==> src/rtl/joy_shiftreg_responder_pkg.sv <==
// Shared definitions for the ZX3 serial joystick link (responder side).
// Button ordering and chain offsets must match the decoder end of the link.
package joy_shiftreg_responder_pkg;

    // Button bit indices inside one pad byte
    localparam int JOY_UP_BIT     = 7;
    localparam int JOY_DOWN_BIT   = 6;
    localparam int JOY_LEFT_BIT   = 5;
    localparam int JOY_RIGHT_BIT  = 4;
    localparam int JOY_FIRE1_BIT  = 3;
    localparam int JOY_FIRE2_BIT  = 2;
    localparam int JOY_FIRE3_BIT  = 1;
    localparam int JOY_START_BIT  = 0;

    // Pad byte positions within the 16-bit load word (joy1 shifts out first)
    localparam int JOY1_OFFSET    = 8;
    localparam int JOY2_OFFSET    = 0;
    localparam int PAD_WORD_BITS  = 16;

    localparam int DEFAULT_CHAIN_BITS = 16;

    // Builds the active-low load word from two active-high pad bytes
    function automatic logic [PAD_WORD_BITS-1:0] pack_chain(
        input logic [7:0] pad1,
        input logic [7:0] pad2
    );
        logic [PAD_WORD_BITS-1:0] word;
        word = {PAD_WORD_BITS{1'b1}};
        word[JOY1_OFFSET +: 8] = ~pad1;
        word[JOY2_OFFSET +: 8] = ~pad2;
        return word;
    endfunction

endpackage

==> src/rtl/joy_shiftreg_responder_sync_edge.sv <==
// Multi-stage synchroniser for an asynchronous line followed by one
// edge-detect register. Level and edge pulses are all registered and aligned.
module joy_shiftreg_responder_sync_edge #(
    parameter int   SYNC_STAGES = 2,
    parameter logic RESET_VAL   = 1'b1
) (
    input  logic clk,
    input  logic reset_n,
    input  logic async_in,
    output logic level,
    output logic rise,
    output logic fall
);

    logic [SYNC_STAGES-1:0] sync_r;
    logic                   prev_r;
    logic                   rise_r;
    logic                   fall_r;
    logic                   sync_out_s;

    assign sync_out_s = sync_r[SYNC_STAGES-1];

    // Synchroniser chain; resets to the idle level so reset release makes no edge
    always_ff @(posedge clk or negedge reset_n) begin
        if (!reset_n) begin
            sync_r <= {SYNC_STAGES{RESET_VAL}};
        end else begin
            sync_r <= {sync_r[SYNC_STAGES-2:0], async_in};
        end
    end

    // Edge-detect stage: delayed level plus registered rise/fall pulses
    always_ff @(posedge clk or negedge reset_n) begin
        if (!reset_n) begin
            prev_r <= RESET_VAL;
            rise_r <= 1'b0;
            fall_r <= 1'b0;
        end else begin
            prev_r <= sync_out_s;
            rise_r <= sync_out_s & ~prev_r;
            fall_r <= ~sync_out_s & prev_r;
        end
    end

    assign level = prev_r;
    assign rise  = rise_r;
    assign fall  = fall_r;

endmodule

==> src/rtl/joy_shiftreg_responder.sv <==
// Device end of the ZX3 serial joystick link: emulates a 74HC165 chain that
// an external decoder loads with joy_load_n and clocks with joy_clk.
module joy_shiftreg_responder
    import joy_shiftreg_responder_pkg::*;
#(
    parameter int CHAIN_BITS     = DEFAULT_CHAIN_BITS,
    parameter int SYNC_STAGES    = 2,
    parameter int TIMEOUT_CYCLES = 1600000
) (
    input  logic                             clk,
    input  logic                             reset_n,
    input  logic [7:0]                       joy1,
    input  logic [7:0]                       joy2,
    input  logic                             joy_clk,
    input  logic                             joy_load_n,
    output logic                             joy_data,
    output logic                             frame_done,
    output logic [$clog2(CHAIN_BITS+1)-1:0]  bits_shifted,
    output logic                             link_active
);

    localparam int CNT_W = $clog2(CHAIN_BITS + 1);
    localparam int TO_W  = $clog2(TIMEOUT_CYCLES);

    logic [7:0]            joy1_r;
    logic [7:0]            joy2_r;
    logic [CHAIN_BITS-1:0] shreg_r;
    logic [CHAIN_BITS-1:0] shreg_next_s;
    logic [CHAIN_BITS-1:0] load_word_s;
    logic [CNT_W-1:0]      bits_r;
    logic [CNT_W-1:0]      bits_next_s;
    logic                  frame_done_r;
    logic                  frame_next_s;
    logic                  joy_data_r;
    logic [TO_W-1:0]       to_cnt_r;
    logic [TO_W-1:0]       to_cnt_next_s;
    logic                  link_r;
    logic                  link_next_s;

    logic clk_level_s;
    logic clk_rise_s;
    logic clk_fall_s;
    logic load_level_s;
    logic load_rise_s;
    logic load_fall_s;
    logic unused_ok_s;

    joy_shiftreg_responder_sync_edge #(
        .SYNC_STAGES (SYNC_STAGES),
        .RESET_VAL   (1'b1)
    ) u_sync_clk (
        .clk      (clk),
        .reset_n  (reset_n),
        .async_in (joy_clk),
        .level    (clk_level_s),
        .rise     (clk_rise_s),
        .fall     (clk_fall_s)
    );

    joy_shiftreg_responder_sync_edge #(
        .SYNC_STAGES (SYNC_STAGES),
        .RESET_VAL   (1'b1)
    ) u_sync_load (
        .clk      (clk),
        .reset_n  (reset_n),
        .async_in (joy_load_n),
        .level    (load_level_s),
        .rise     (load_rise_s),
        .fall     (load_fall_s)
    );

    assign unused_ok_s = &{1'b0, clk_level_s, clk_fall_s, load_rise_s};

    // Pad inputs registered once ahead of the load mux
    always_ff @(posedge clk or negedge reset_n) begin
        if (!reset_n) begin
            joy1_r <= 8'h00;
            joy2_r <= 8'h00;
        end else begin
            joy1_r <= joy1;
            joy2_r <= joy2;
        end
    end

    // Load word: pad bytes in the top 16 bits, any extra chain bits idle high
    always_comb begin
        load_word_s = {CHAIN_BITS{1'b1}};
        load_word_s[CHAIN_BITS-1 -: PAD_WORD_BITS] = pack_chain(joy1_r, joy2_r);
    end

    // Chain next state: load dominates shift, serial-in tied high
    always_comb begin
        shreg_next_s = shreg_r;
        bits_next_s  = bits_r;
        frame_next_s = 1'b0;
        if (!load_level_s) begin
            shreg_next_s = load_word_s;
            bits_next_s  = {CNT_W{1'b0}};
        end else if (clk_rise_s) begin
            shreg_next_s = {shreg_r[CHAIN_BITS-2:0], 1'b1};
            if (bits_r != CNT_W'(CHAIN_BITS)) begin
                bits_next_s = bits_r + CNT_W'(1);
            end else begin
                bits_next_s = bits_r;
            end
            frame_next_s = (bits_r == CNT_W'(CHAIN_BITS - 1));
        end else begin
            shreg_next_s = shreg_r;
        end
    end

    // Chain, shift count, frame pulse and serial output registers
    always_ff @(posedge clk or negedge reset_n) begin
        if (!reset_n) begin
            shreg_r      <= {CHAIN_BITS{1'b1}};
            bits_r       <= {CNT_W{1'b0}};
            frame_done_r <= 1'b0;
            joy_data_r   <= 1'b1;
        end else begin
            shreg_r      <= shreg_next_s;
            bits_r       <= bits_next_s;
            frame_done_r <= frame_next_s;
            joy_data_r   <= shreg_r[CHAIN_BITS-1];
        end
    end

    // Link watchdog next state: a load edge re-arms, otherwise count to timeout
    always_comb begin
        to_cnt_next_s = to_cnt_r;
        link_next_s   = link_r;
        if (load_fall_s) begin
            to_cnt_next_s = {TO_W{1'b0}};
            link_next_s   = 1'b1;
        end else if (to_cnt_r == TO_W'(TIMEOUT_CYCLES - 1)) begin
            to_cnt_next_s = to_cnt_r;
            link_next_s   = 1'b0;
        end else begin
            to_cnt_next_s = to_cnt_r + TO_W'(1);
            link_next_s   = link_r;
        end
    end

    // Link watchdog registers
    always_ff @(posedge clk or negedge reset_n) begin
        if (!reset_n) begin
            to_cnt_r <= {TO_W{1'b0}};
            link_r   <= 1'b0;
        end else begin
            to_cnt_r <= to_cnt_next_s;
            link_r   <= link_next_s;
        end
    end

    assign joy_data     = joy_data_r;
    assign frame_done   = frame_done_r;
    assign bits_shifted = bits_r;
    assign link_active  = link_r;

endmodule

==> config.mk <==
export PLATFORM = sky130hd
export DESIGN_NAME = joy_shiftreg_responder
export DESIGN_NICKNAME = d
export VERILOG_FILES = /design/src/rtl/joy_shiftreg_responder_pkg.sv /design/src/rtl/joy_shiftreg_responder_sync_edge.sv /design/src/rtl/joy_shiftreg_responder.sv
export SDC_FILE = /design/constraint.sdc
export NUM_CORES = 1
export LEC_CHECK = 0
export BUFFER_PORTS_ARGS = -buffer_cell sky130_fd_sc_hd__clkbuf_2
export CORE_MARGIN = 10
export CORE_UTILIZATION = 40
export CTS_BUF_LIST = sky130_fd_sc_hd__clkbuf_16
export DETAILED_ROUTE_END_ITERATION = 6
export HOLD_SLACK_MARGIN = 0.08
export PLACE_DENSITY = 0.66
export SKIP_CTS_REPAIR_TIMING = 1
export SYNTH_ARGS = -nofsm -noshare
export SYNTH_HDL_FRONTEND = slang
export SYNTH_SLANG_ARGS = --single-unit
==> constraint.sdc <==
create_clock -name clk -period 2.6 [get_ports clk]
set_clock_uncertainty 0.05 [all_clocks]
set_input_delay 0.13 -clock clk [delete_from_list [all_inputs] [get_ports clk]]
set_output_delay 0.13 -clock clk [all_outputs]
set_load 0.03 [all_outputs]
==> flow_metrics.tcl <==
set metrics [dict create \
    slew_violations 0 \
    async_sr_flop_fraction_pct 100.0 \
    insertion_delay_ns 0.32 \
    worstSetupStartpointType "flip-flop" \
    antenna_left 0 \
    gpl.final_weighted_congestion 0.8008 \
    irDropWorstVdd_mv 0.2918 \
    max-slew-margin-rel_pct 48.15 \
    tritoncts "done" \
    number_of_synthesized_register_bits 69 \
    finalSetupTns_ns 0 \
    count_of_input_and_output_buffers 27 \
    cp.arrival_ns 2.06 \
    cts_inserted_buffers 9 \
    crit_path_max_fanout 8 \
    synthToLayoutAreaGrowth_pct 23.82 \
    grt_max_degree 36 \
    drt_iter0_drc 75 \
    drt-total-wl_mm 5.374 \
    synth_mux_area_share_pct 0.5141 \
    ys_top_cells_by_area "sky130_fd_sc_hd__dfrtp_1 (39%), sky130_fd_sc_hd__dfstp_2 (21%), sky130_fd_sc_hd__xor2_1 (3.9%)" \
    worstMarginPinSlew_ns 0.7777 \
    setup_repair_after_global_routing_missed_its_margin "no" \
    postSynthAreaPerCell_um2 11.63 \
    design.final.nets 326 \
    ctsRootBufferMaster "sky130_fd_sc_hd__clkbuf_16" \
    synth.distinct_cells 42 \
    timing.final.hold_violations 0 \
    yosysTopAreaCellShare_pct 39.42 \
    fillers 656 \
    post-route-period-util_pct 74.71 \
    synthesis.yosys.warnings 0 \
    timing.critical_path.to_type "flip-flop" \
    drt_drc_violations_left 0 \
    setup.worst_path.class "flip-flop to flip-flop" \
    run_status "completed" \
    layout_common_cells "sky130_fd_sc_hd__dfrtp_1 (46), sky130_fd_sc_hd__nor2_1 (27), sky130_fd_sc_hd__clkbuf_2 (26), sky130_fd_sc_hd__dfstp_2 (23), sky130_fd_sc_hd__dlygate4sd3_1 (19)" \
    post_synth_and_or_nand_nor_area_fraction_pct 18.72 \
    power_density_nw_per_um2 684.3 \
    syn-cell-area_um2 2920 \
    static-leakage-power_nw 1.569 \
    post_drt_wl_per_cell_um 13.24 \
    drt_pass_1_iters 4 \
    grt_antenna_before_repair 0 \
    cts.path.max_buffers 2 \
    drive_above_1_share_pct 26.71 \
    globalRoute.totalOverflow 0 \
    final_common_cell "sky130_fd_sc_hd__dfrtp_1" \
    path_clk_slew_ns 0.06 \
    synth_cells 251 \
    dr_total_vias 2015 \
    floorplan.initialDensity_pct 40.70 \
    design_power_total_mw 2.474 \
    area_of_all_sequential_standard_cells_um2 1755 \
    synth-xor-area-share_pct 5.099 \
    wire_length_of_the_first_global_routing_pass_mm 9.045 \
    worstPathRequired_ns 2.72 \
    fmax_ghz 0.5148 \
    area_of_the_multi_input_gates_um2 1086 \
    min_period_ns 1.943 \
    core_area_um2 7176 \
    tritoncts_num_sinks 69 \
    worstHoldPathType "input port to async pin" \
    core.rowCount 31 \
    synth_largest_area_cell "sky130_fd_sc_hd__dfrtp_1" \
    synth_flop_cell "sky130_fd_sc_hd__dfrtp_1" \
    dieHeight_um 105.4 \
    grt_pass1_vias 1927 \
    pin_count 28 \
    place_hpwl_mm 3.532 \
    synth_seq_area_share_pct 60.11 \
    die_area_um2 11120 \
    synthAdderAreaFrac_pct 1.714 \
    globalRouteTotalUtil_pct 9.919 \
    dieWidth_um 105.4 \
    antenna-diode-count 0 \
    setup_viol 0 \
    synth_compound_gate_area_share_pct 11.14 \
    synth_edf_count 0 \
    route.detailed.vias_per_inst 4.963 \
    synth_top_family_by_area "simple AND/OR/NAND/NOR gates" \
    maxCapViolations 0 \
    synth_nets 275 \
    ctsHtreeMaxLevel 3 \
]
==> state kept, by name, summed over array words and instances, names as in the netlist, 2 cells and up <==
name / flops
u_sync_load.sync_r: 2
joy1_r: 8
bits_shifted: 5
to_cnt_r: 21
joy2_r: 8
shreg_r: 16
u_sync_clk.sync_r: 2
==> critical path: stages (launching register included) <==
cell,delay [ns]
sky130_fd_sc_hd__dfrtp_1,0.39
sky130_fd_sc_hd__ha_1,0.28
sky130_fd_sc_hd__nand2_1,0.12
sky130_fd_sc_hd__nand4b_1,0.29
sky130_fd_sc_hd__buf_4,0.24
sky130_fd_sc_hd__o2111ai_1,0.21
sky130_fd_sc_hd__xor2_1,0.16
sky130_fd_sc_hd__nor2_1,0.06
==> Yosys cell counts (2+ instances only) <==
library cell	n
sky130_fd_sc_hd__dfrtp_1	46
sky130_fd_sc_hd__nor2_1	27
sky130_fd_sc_hd__dfstp_2	23
sky130_fd_sc_hd__a21oi_1	18
sky130_fd_sc_hd__nor2b_1	18
sky130_fd_sc_hd__a211oi_1	15
sky130_fd_sc_hd__xor2_1	13
sky130_fd_sc_hd__nand2_1	12
sky130_fd_sc_hd__clkbuf_1	7
sky130_fd_sc_hd__o21ai_0	7
sky130_fd_sc_hd__and3_1	6
sky130_fd_sc_hd__inv_1	6
sky130_fd_sc_hd__nand4_1	6
sky130_fd_sc_hd__nand3_1	5
sky130_fd_sc_hd__ha_1	4
sky130_fd_sc_hd__nor3_1	4
sky130_fd_sc_hd__xnor2_1	4
sky130_fd_sc_hd__o211ai_1	3
sky130_fd_sc_hd__and4bb_2	2
sky130_fd_sc_hd__buf_2	2
sky130_fd_sc_hd__o21ai_2	2
==> report_power, final <==
group / leakage (nW) / internal (mW) / total (mW) / switching [mW]
clock: 0.137 / 0.630 / 1.05 / 0.423
combinational: 0.598 / 0.0867 / 0.181 / 0.0943
sequential: 0.834 / 1.17 / 1.24 / 0.0715
==> final timing paths <==
kind	start	to	slack, ns	cells past startpoint
worst max-delay path	to_cnt_r[0]	to_cnt_r[5]	0.66	7
worst min-delay path	reset_n	bits_shifted[2]	0.27	2
worst max register to register	to_cnt_r[0]	to_cnt_r[5]	0.66	7
worst min register to register	u_sync_clk.sync_r[0]	u_sync_clk.sync_r[1]	0.30	0
max in group asynchronous	reset_n	u_sync_clk.sync_r[0]	1.47	3
min in group clk	u_sync_clk.sync_r[0]	u_sync_clk.sync_r[1]	0.30	0
==> area by class of cell <==
type,count,area share (%)
multi-input cells,164,30.03
clock buffers,9,6.228
flip-flops and latches,69,48.55
inverters,7,0.7266
repair buffers,51,10.03
well taps,99,3.426
clock inverters,7,1.003
==> logic make-up after synthesis <==
kind of cell / count (synthesis)
multiplexers: 1
flip-flops: 69
AND/OR/NAND/NOR: 92
XOR/XNOR: 17
AO/OA/AOI/OAI: 50
buffers and inverters: 18
adder cells (fa/ha/maj): 4
==> metrics by stage <==
| stage | cells | setup WS, ns | utilization (%) | hold slack (ns) | area [um2] |
|---|---|---|---|---|---|
| floorplan | 251 | 0.9327 | - | -0.2156 | 2920 |
| global placement | 371 | 0.7617 | 44.10 | 0.08342 | 3164 |
| detailed placement | 371 | 0.6933 | 44.10 | 0.09160 | 3164 |
| CTS | 387 | 0.6710 | 47.74 | -0.2540 | 3426 |
| global route | 406 | 0.4991 | 50.39 | 0.2990 | 3616 |
| finish | 406 | 0.6574 | 50.39 | 0.2716 | 3616 |
==> routing by layer <==
layer	vias to the layer above	track usage [%]	share of wire (%)	wire length [um]
met5	-	0	0	0
met4	0	3.627	0.89	48
met3	8	4.446	5.6	303
met2	37	14.89	46	2491
met1	989	12.33	47	2530
li1	981	-	-	-
(Power assumes the default switching activity.)
